[src/rtl/mem_map_pkg.sv]
// rtl/mem_map_pkg.sv - I/O window offsets, STATUS layout and address-decode regions
package mem_map_pkg;

    localparam logic [31:0] IO_BASE_DEFAULT = 32'hFFFF_FF00;

    localparam logic [31:0] OFS_OUT    = 32'h0;
    localparam logic [31:0] OFS_STATUS = 32'h4;
    localparam logic [31:0] OFS_CYCLE  = 32'h8;
    localparam logic [31:0] OFS_ERRCLR = 32'hC;

    localparam int STAT_ERR       = 7;
    localparam int STAT_FULL      = 6;
    localparam int STAT_EMPTY     = 5;
    localparam int STAT_COUNT_MSB = 4;

    typedef enum logic [2:0] {
        REG_RAM,
        REG_OUT,
        REG_STATUS,
        REG_CYCLE,
        REG_ERRCLR,
        REG_NONE
    } region_e;

endpackage

[src/rtl/mem_responder_if.sv]
// rtl/mem_responder_if.sv - CPU data port plus output-stream handshake
interface mem_responder_if;
    logic        memwrite;
    logic [31:0] addr;
    logic [31:0] writedata;
    logic [31:0] readdata;
    logic [31:0] out_data;
    logic        out_valid;
    logic        out_ready;
    logic        err;

    modport slave (
        input  memwrite, addr, writedata, out_ready,
        output readdata, out_data, out_valid, err
    );

    modport master (
        output memwrite, addr, writedata, out_ready,
        input  readdata, out_data, out_valid, err
    );
endinterface

[src/rtl/sync_fifo.sv]
// rtl/sync_fifo.sv - synchronous FIFO with registered storage and head word
module sync_fifo #(
    parameter  int WIDTH = 32,
    parameter  int DEPTH = 4,
    localparam int AW    = $clog2(DEPTH),
    localparam int CW    = $clog2(DEPTH + 1)
) (
    input  logic             clk,
    input  logic             reset,
    input  logic             i_push,
    input  logic [WIDTH-1:0] i_data,
    input  logic             i_pop,
    output logic [WIDTH-1:0] o_data,
    output logic             o_full,
    output logic             o_empty,
    output logic [CW-1:0]    o_count
);

    logic [WIDTH-1:0] r_mem [DEPTH];
    logic [AW-1:0]    r_wr_ptr;
    logic [AW-1:0]    r_rd_ptr;
    logic [CW-1:0]    r_count;
    logic             w_push;
    logic             w_pop;

    assign o_full  = (r_count == CW'(DEPTH));
    assign o_empty = (r_count == '0);
    assign o_count = r_count;
    assign o_data  = r_mem[r_rd_ptr];

    // A push into a full FIFO is only legal when the head leaves in the same cycle.
    assign w_pop  = i_pop && !o_empty;
    assign w_push = i_push && (!o_full || w_pop);

    always_ff @(posedge clk) begin
        if (reset) begin
            r_wr_ptr <= '0;
            r_rd_ptr <= '0;
            r_count  <= '0;
            for (int i = 0; i < DEPTH; i++) begin
                r_mem[i] <= '0;
            end
        end else begin
            if (w_push) begin
                r_mem[r_wr_ptr] <= i_data;
                r_wr_ptr        <= r_wr_ptr + AW'(1);
            end
            if (w_pop) begin
                r_rd_ptr <= r_rd_ptr + AW'(1);
            end
            case ({w_push, w_pop})
                2'b10:   r_count <= r_count + CW'(1);
                2'b01:   r_count <= r_count - CW'(1);
                default: r_count <= r_count;
            endcase
        end
    end

endmodule

[src/rtl/mem_responder.sv]
// rtl/mem_responder.sv - data-memory responder: word RAM plus OUT/STATUS/CYCLE/ERRCLR window
module mem_responder
    import mem_map_pkg::*;
#(
    parameter int          DEPTH      = 64,
    parameter int          FIFO_DEPTH = 4,
    parameter logic [31:0] IO_BASE    = IO_BASE_DEFAULT
) (
    input  logic            clk,
    input  logic            reset,
    mem_responder_if.slave  bus
);

    localparam int          AW        = $clog2(DEPTH);
    localparam int          CW        = $clog2(FIFO_DEPTH + 1);
    localparam logic [31:0] RAM_BYTES = 32'(DEPTH * 4);

    logic [31:0]   r_ram [DEPTH];
    logic [31:0]   r_cycle;
    logic          r_err;

    region_e       w_region;
    logic          w_aligned;
    logic [AW-1:0] w_idx;
    logic          w_wr_ok;
    logic          w_push;
    logic          w_pop;
    logic          w_full;
    logic          w_empty;
    logic [CW-1:0] w_count;
    logic          w_err_set;
    logic          w_err_clr;
    logic [31:0]   w_status;

    always_comb begin
        w_region = REG_NONE;
        if (bus.addr < RAM_BYTES) begin
            w_region = REG_RAM;
        end else if (bus.addr == IO_BASE + OFS_OUT) begin
            w_region = REG_OUT;
        end else if (bus.addr == IO_BASE + OFS_STATUS) begin
            w_region = REG_STATUS;
        end else if (bus.addr == IO_BASE + OFS_CYCLE) begin
            w_region = REG_CYCLE;
        end else if (bus.addr == IO_BASE + OFS_ERRCLR) begin
            w_region = REG_ERRCLR;
        end
    end

    assign w_aligned = (bus.addr[1:0] == 2'b00);
    assign w_idx     = bus.addr[AW+1:2];
    assign w_wr_ok   = bus.memwrite && !reset && w_aligned;

    assign w_pop  = !w_empty && bus.out_ready;
    assign w_push = w_wr_ok && (w_region == REG_OUT) && (!w_full || w_pop);

    // Misaligned, unmapped or overflowing stores are all dropped and flagged.
    assign w_err_set = bus.memwrite && !reset &&
                       (!w_aligned || (w_region == REG_NONE) ||
                        ((w_region == REG_OUT) && w_full && !w_pop));
    assign w_err_clr = w_wr_ok && (w_region == REG_ERRCLR);

    sync_fifo #(
        .WIDTH (32),
        .DEPTH (FIFO_DEPTH)
    ) u_out_fifo (
        .clk     (clk),
        .reset   (reset),
        .i_push  (w_push),
        .i_data  (bus.writedata),
        .i_pop   (w_pop),
        .o_data  (bus.out_data),
        .o_full  (w_full),
        .o_empty (w_empty),
        .o_count (w_count)
    );

    assign bus.out_valid = !w_empty;
    assign bus.err       = r_err;

    // RAM has no reset so its contents survive a mid-stream reset.
    always_ff @(posedge clk) begin
        if (w_wr_ok && (w_region == REG_RAM)) begin
            r_ram[w_idx] <= bus.writedata;
        end
    end

    always_ff @(posedge clk) begin
        if (reset) begin
            r_cycle <= '0;
            r_err   <= 1'b0;
        end else begin
            if (w_wr_ok && (w_region == REG_CYCLE)) begin
                r_cycle <= bus.writedata;
            end else begin
                r_cycle <= r_cycle + 32'd1;
            end
            if (w_err_set) begin
                r_err <= 1'b1;
            end else if (w_err_clr) begin
                r_err <= 1'b0;
            end
        end
    end

    always_comb begin
        w_status                   = '0;
        w_status[STAT_ERR]         = r_err;
        w_status[STAT_FULL]        = w_full;
        w_status[STAT_EMPTY]       = w_empty;
        w_status[STAT_COUNT_MSB:0] = 5'(w_count);
    end

    always_comb begin
        bus.readdata = '0;
        if (w_aligned) begin
            case (w_region)
                REG_RAM:    bus.readdata = r_ram[w_idx];
                REG_STATUS: bus.readdata = w_status;
                REG_CYCLE:  bus.readdata = r_cycle;
                default:    bus.readdata = '0;
            endcase
        end
    end

endmodule

[src/flat_wrapper.sv]
// flat-port wrapper written by rule: the top's interface ports become plain ports
module mem_responder_flat import mem_map_pkg::*;
#(
    parameter int          DEPTH      = 64,
    parameter int          FIFO_DEPTH = 4,
    parameter logic [31:0] IO_BASE    = IO_BASE_DEFAULT
)
  (clk, reset, bus_memwrite, bus_addr, bus_writedata, bus_out_ready, bus_readdata, bus_out_data, bus_out_valid, bus_err);
  mem_responder_if bus_i ();
  input  logic clk;
  input  logic reset;
  input wire logic [$bits(bus_i.memwrite)-1:0] bus_memwrite;
  input wire logic [$bits(bus_i.addr)-1:0] bus_addr;
  input wire logic [$bits(bus_i.writedata)-1:0] bus_writedata;
  input wire logic [$bits(bus_i.out_ready)-1:0] bus_out_ready;
  output wire logic [$bits(bus_i.readdata)-1:0] bus_readdata;
  output wire logic [$bits(bus_i.out_data)-1:0] bus_out_data;
  output wire logic [$bits(bus_i.out_valid)-1:0] bus_out_valid;
  output wire logic [$bits(bus_i.err)-1:0] bus_err;
  assign bus_i.memwrite = bus_memwrite;
  assign bus_i.addr = bus_addr;
  assign bus_i.writedata = bus_writedata;
  assign bus_i.out_ready = bus_out_ready;
  assign bus_readdata = bus_i.readdata;
  assign bus_out_data = bus_i.out_data;
  assign bus_out_valid = bus_i.out_valid;
  assign bus_err = bus_i.err;
  mem_responder #(.DEPTH(DEPTH), .FIFO_DEPTH(FIFO_DEPTH), .IO_BASE(IO_BASE)) u_core (.clk(clk), .reset(reset), .bus(bus_i));
endmodule
[config.mk]
export PLATFORM = sky130hd
export DESIGN_NAME = mem_responder_flat
export DESIGN_NICKNAME = d
export VERILOG_FILES = /design/src/rtl/mem_map_pkg.sv /design/src/rtl/mem_responder_if.sv /design/src/rtl/sync_fifo.sv /design/src/rtl/mem_responder.sv /design/src/flat_wrapper.sv
export SDC_FILE = /design/constraint.sdc
export NUM_CORES = 2
export LEC_CHECK = 0
export BUFFER_PORTS_ARGS = -buffer_cell sky130_fd_sc_hd__buf_2
export CAP_MARGIN = 20
export CORE_ASPECT_RATIO = 1.1
export CORE_MARGIN = 1.5
export CORE_UTILIZATION = 30
export CTS_CLUSTER_DIAMETER = 120
export DETAILED_ROUTE_END_ITERATION = 8
export GPL_ROUTABILITY_DRIVEN = 0
export PLACE_DENSITY = 0.58
export SETUP_SLACK_MARGIN = 0.15
export SLEW_MARGIN = 20
export SYNTH_ARGS = -nofsm -noshare
export SYNTH_HDL_FRONTEND = slang
export SYNTH_HIERARCHICAL = 1
export SYNTH_SLANG_ARGS = --single-unit
[constraint.sdc]
create_clock -name clk -period 4.88 [get_ports clk]
set_clock_uncertainty 0.15 [all_clocks]
set_input_delay 1.464 -clock clk [delete_from_list [all_inputs] [get_ports clk]]
set_output_delay 1.464 -clock clk [all_outputs]
set_load 0.05 [all_outputs]
# Word-level counts from Yosys, hierarchy flattened
# Memory sizes are Yosys's and may differ from the RTL's. A register that Yosys moved wholly into a read port is not among the register bits.
# Index checks and enable logic that the tools add are counted.
# classes
shifts,0
reduce_logical,28
eq_ne,12
magnitude_cmp,1
mux,23
addsub,5
div_mod_pow,0
bitwise_logic,0
mul,0
# ops
cell,count
== test 32 bit (second input constant),4
two-way mux 32 bit,3
one-hot mux 32 bit (3 select lines),1
adder 32 x 1 -> 32 bit (second input constant),1
< comparator 32 x 9 -> 1 bit (second input constant),1
OR reduction 32 bit,1
logical AND 1 bit,13
two-way mux 3 bit,4
two-way mux 1 bit,11
== test 3 bit (second input constant),3
== test 3 x 2 -> 1 bit (second input constant),2
zero test 3 bit,2
two-way mux 2 bit,3
one-hot mux 3 bit (2 select lines),1
zero test 1 bit,5
adder 2 x 1 -> 2 bit (second input constant),2
logical OR 1 bit,4
nonzero test 2 bit,2
adder 3 x 1 -> 3 bit (second input constant),1
== test 3 x 1 -> 1 bit (second input constant),1
subtractor 3 x 1 -> 3 bit (second input constant),1
== test 2 x 1 -> 1 bit (second input constant),1
== test 2 bit (second input constant),1
zero test 2 bit,1
# totals
mem_bits_rw,2176
latch_bits,0
out_inout_bits,66
memories,2
rom_bits,0
elab_cells,76
regBits,40
# mem_list
name,words,word_bits,rd,rd_ports_with_merged_regs,write_ports,line_no,source
u_core.r_ram,64,32,1,0,1,mem_responder.sv:18,logic [31:0] r_ram [DEPTH];
u_core.u_out_fifo.r_mem,4,32,1,1,4,sync_fifo.sv:19,logic [WIDTH-1:0] r_mem [DEPTH];

# Longest topological paths before layout
# logic_depth
word_depth,15
ltp_mapped,15
ltp_nobuf,10

# Hierarchy
# The synthesis kept the hierarchy.
# by_module_without_submodules
mod,instances,area_each_um2,cells_per_inst,seq_area_each_um2
mem_responder,1,81730.9,3878,62159.6
sync_fifo,1,6044.5,365,4023.9

# Least setup slack after synthesis
# OpenSTA, ideal clock, no wires.
# synth_timing
path_type,input to output
from,input port bus_addr[2]
to,output port bus_readdata[22]
required_ps,3266
slack_ps,-1157
t_arrival_ps,4423
path_buffers,7
path_stages,11
cell_sequence,buf_6 buf_12 buf_12 buf_12 buf_8 buf_8 buf_6 mux2i_1 o211ai_1 nor2_1 o41ai_1
# synth_via
elab_chain_len,9
word_cells_on_any_way,16
cone_classes,order compare (1); eq/ne (6); mux (7); reduce/logical (1); memory (1)
# synth_rtl
element,line_no,source
from (decl),flat_wrapper.sv:13,input wire logic [$bits(bus_i.addr)-1:0] bus_addr;
"parallel branches: the longest is 7 deep, another holds < comparator 32 x 9 -> 1 bit",--,
one-hot mux 32 bit (3 select lines) (*),mem_responder.sv:117,case (w_region)
two-way mux 32 bit (*),mem_responder.sv:116,if (w_aligned) begin
to (decl),flat_wrapper.sv:16,output wire logic [$bits(bus_i.readdata)-1:0] bus_readdata;
# Every way passes the cells marked *.

# Worst setup path in the final report
# layout_timing
from,input port bus_addr[20]
to,output port bus_readdata[9]
# layout_via
elab_chain_len,9
word_cells_on_any_way,15
cone_classes,order compare (1); eq/ne (6); mux (7); reduce/logical (1)
# layout_rtl
element,line_no,source
"parallel branches: the longest is 5 deep, another holds < comparator 32 x 9 -> 1 bit",--,
two-way mux 3 bit (*),mem_responder.sv:37,if (bus.addr < RAM_BYTES) begin
== test 3 x 2 -> 1 bit / zero test 3 bit (equally long branches),mem_responder.sv:117,
one-hot mux 32 bit (3 select lines) (*),mem_responder.sv:117,
two-way mux 32 bit (*),mem_responder.sv:116,
# Marked as above.

==> results.yml <==
synth:
  synth_area_per_cell_um2: 20.7
  ys.flop_type: "edfxtp_1"
  synthDistinctLibCells: 84
  synth.net_count: 4313
  ys_seq_elements: 2218
  ys_seq_area_share_pct: 75.4
  syn_inst: 4243
  synth_edf_count: 2176
  async_flop_share_pct: 0
  synth-warning-count: 6
  synth.cell_area_mm2: 0.0878
worst_setup_path:
  end_kind: "output port"
  worstPathCellList: "buf_6 > or4_4 > nor2_4 > buf_6 > nand3_4 > buf_12 > buf_6 > a211oi_2 > buf_4 > o21ai_0 > buf_4 > o21ai_4 > buf_12"
  arrival_ns: 4.02
  ff2ff_path_depth: 9
  critPathBufInv: 7
  r2r-start: "u_core/u_out_fifo/o_count[0]"
  slowest_stage: "or4_4"
  critPathMaxFanout: 11
  crit_family: "buffers and inverters"
  cp-start-kind: "primary input"
  r2r_end: "u_core/u_out_fifo/r_mem[0][13]"
  crit_type: "primary input to output port"
  critPathMaxStageDelay_ns: 0.54
  regToRegSetupSlack_ns: 1.93
  cp.required_ns: 3.27
  timing.critical_path.mode_cell: "buf_6"
floorplan:
  start_util_pct: 30.1
  die_x_um: 519
  fp.dieH_um: 570
  core_area_mm2: 0.291
  rows: 208
  fp.dieArea_mm2: 0.296
  boundaryPins: 134
global_route:
  grtUsageMet3_pct: 3.35
  grt_max_degree: 70
  met1_usage_pct: 24.3
  antenna_found_initial: 21
  top_usage_layer: "met2"
  grt_pass1_vias: 48100
  grt_overflow: 0
  met2_usage_pct: 29.8
  grt_pass1_wl_um: 385000
  grt_use_total_pct: 18.5
route:
  wl_per_cell_um: 30.3
  wl_um: 280000
  vias: 48500
  first_pass_iters: 6
  remaining_drc_errors: 0
  drt_iter0_markers: 6278
  postRouteAntennaNets: 0
  vias_per_cell: 5.24
timing:
  hold_viol: 0
  period_needed_ns: 5.63
  timing.final.crit_share_pct: 115
  holdWs_ns: 0.392
  slew_headroom_pct: 23.2
  max_freq_ghz: 0.178
  setup_viol: 32
  fin_ws_ns: -0.751
  tightest_slew_ns: 1.15
  finalMaxSlewViolations: 0
  rsz0062_at_grt: "yes"
cts:
  cts_sinks: 2218
  clkTransAtPathRegs_ns: 0.07
  cts_root_buf: "clkbuf_16"
  cts_hold_buf: 0
  insertion_delay_ns: 0.87
  tritoncts: "yes"
  clock_path_buffers: 3
  h-tree-depth: 4
  numCtsBuffers: 214
power:
  cellLeakagePower_nw: 35.9
  pwr-share-clk_pct: 40.6
  p_comb_share_pct: 6.4
  internal_power_mw: 30.9
  switchingPower_mw: 8.59
  p_seq_share_pct: 53.0
  switching_share_pct: 21.7
  irDropWorstVdd_mv: 0.313
  powerDensity_mw_per_mm2: 360
worst_hold_path:
  hold_path.class: "flop to flop"
  whs_path_depth: 2
  worstHoldStart: "u_core/u_out_fifo/r_rd_ptr[0]"
  hold_end: "u_core/u_out_fifo/r_rd_ptr[0]"
layout:
  syn2layout_area_growth_pct: 25.0
  mostFrequentLayoutCells: "edfxtp_1, buf_4, mux4_2"
  nets: 5264
  postLayoutCoreUtil_pct: 37.6
  drive_gt1_share_pct: 37.8
  fillers: 26500
  final_common_cell: "edfxtp_1"
run:
  cap_viol_max_count: 0
outcome:
  status: "finished, violations left"
  violations: "setup timing"
placed_design:
  dp_hpwl_um: 180000
  io_buffers: 133
==> cells by family after synthesis <==
| kind of cell | count (synthesis) | share of synthesized area, % |
|---|---|---|
| DFF | 2218 | 75.4 |
| muxes | 693 | 14.8 |
| and+or+nand+nor | 630 | 3.75 |
| AOI/OAI and AO/OA | 411 | 3.30 |
| buffers and inverters | 253 | 2.34 |
| xor gates and xnor gates | 36 | 0.359 |
| adders and majority gates | 2 | 0.0371 |
==> cell usage after synthesis, types with 28 or more instances <==
master	count	share of area [%]
edfxtp_1	2176	74
mux4_1	80	2.4
mux2i_1	226	2.6
o22ai_1	64	0.46
and2_1	123	0.88
buf_6	33	0.42
a21oi_1	51	0.29
nand2_1	148	0.63
dfxtp_1	42	0.96
o21ai_0	58	0.33
a211oi_1	37	0.32
buf_2	72	0.41
nand3_1	30	0.17
nand4_1	28	0.20
nor2_1	155	0.66
mux4_2	379	9.7
clkbuf_1	59	0.25
a22oi_1	48	0.41
==> area by class of cell <==
class	count	area [um^2]	share of cell area (%)
well taps	3885	4860	4.43
inverters	9	38.8	0.0354
multi-input cells	1772	21500	19.6
flip-flops and latches	2218	66200	60.3
clock buffers	256	5550	5.06
repair buffers	979	10400	9.48
diodes	12	30.0	0.0274
clock inverters	123	1100	1.01
==> worst reg2reg max path, cell delays in order (launching register included) <==
cell and delay (ns):
dfxtp_1 0.49, nor3_1 0.12, inv_1 0.13, nand2_1 0.11
a2111oi_1 0.59, buf_4 0.23, nand2_1 0.12, nor4_2 0.23
or2_2 0.23, buf_12 0.20
==> state kept, by name (all words and copies together), names as in the netlist, named ones only <==
name and cells:
u_core/bus.err 1, u_core/u_out_fifo/o_count 3, u_core/r_cycle 32, u_core/r_ram 2048, u_core/u_out_fifo/r_wr_ptr 2, u_core/u_out_fifo/r_rd_ptr 2
u_core/u_out_fifo/r_mem 128
==> timing repair <==
action | in CTS | in global routing
gates cloned | 10 | 5
resized for setup | 337 | 102
setup endpoints to repair | 32 | 32
pin swaps | 80 | 63
buffers inserted | 58 | 41
==> worst max-delay path by stage <==
stage	slack, ns	startpoint	depth (start not counted)	endpoint
2_1_floorplan	-0.20	bus_addr[2]	11	bus_readdata[22]
3_3_place_gp	-1.98	bus_addr[2]	9	bus_readdata[24]
3_5_place_dp	-1.36	bus_addr[20]	12	bus_readdata[4]
4_1_cts	-0.75	bus_addr[26]	10	bus_readdata[29]
5_1_grt	-0.72	bus_addr[20]	13	bus_readdata[9]
6_report	-0.75	bus_addr[20]	13	bus_readdata[9]
==> stage by stage <==
stage                     setup TNS [ns]  setup WS (ns)  power, mW  std cells  instance area (um^2)
after detailed placement          -30.97          -1.36       23.6       8747                 99700
after floorplan                   -0.586         -0.204       22.4       4243                 88400
after CTS                         -18.25         -0.750       39.7       9194                109000
after global routing              -19.87         -0.717       40.6       9243                110000
final                             -19.20         -0.751       39.5       9254                110000
after global placement            -32.08          -1.98       23.6       8746                 99700
==> power groups by stage <==
stage	sequential, mW	combinational (mW)	clock, mW
floorplan	21.4	1.02	0
global placement	21.4	2.22	0
detailed placement	21.4	2.25	0
CTS	21.0	2.45	16.3
global route	20.9	2.63	17.0
finish	21.0	2.53	16.0
==> per-layer routing <==
layer  part of all wire [%]  routed length (um)
met1                     40              111000
met2                     47              132000
met4                    5.1               14400
met5                  0.024                  66
met3                    8.1               22800
Note: power is estimated with default switching activity, not from simulation.
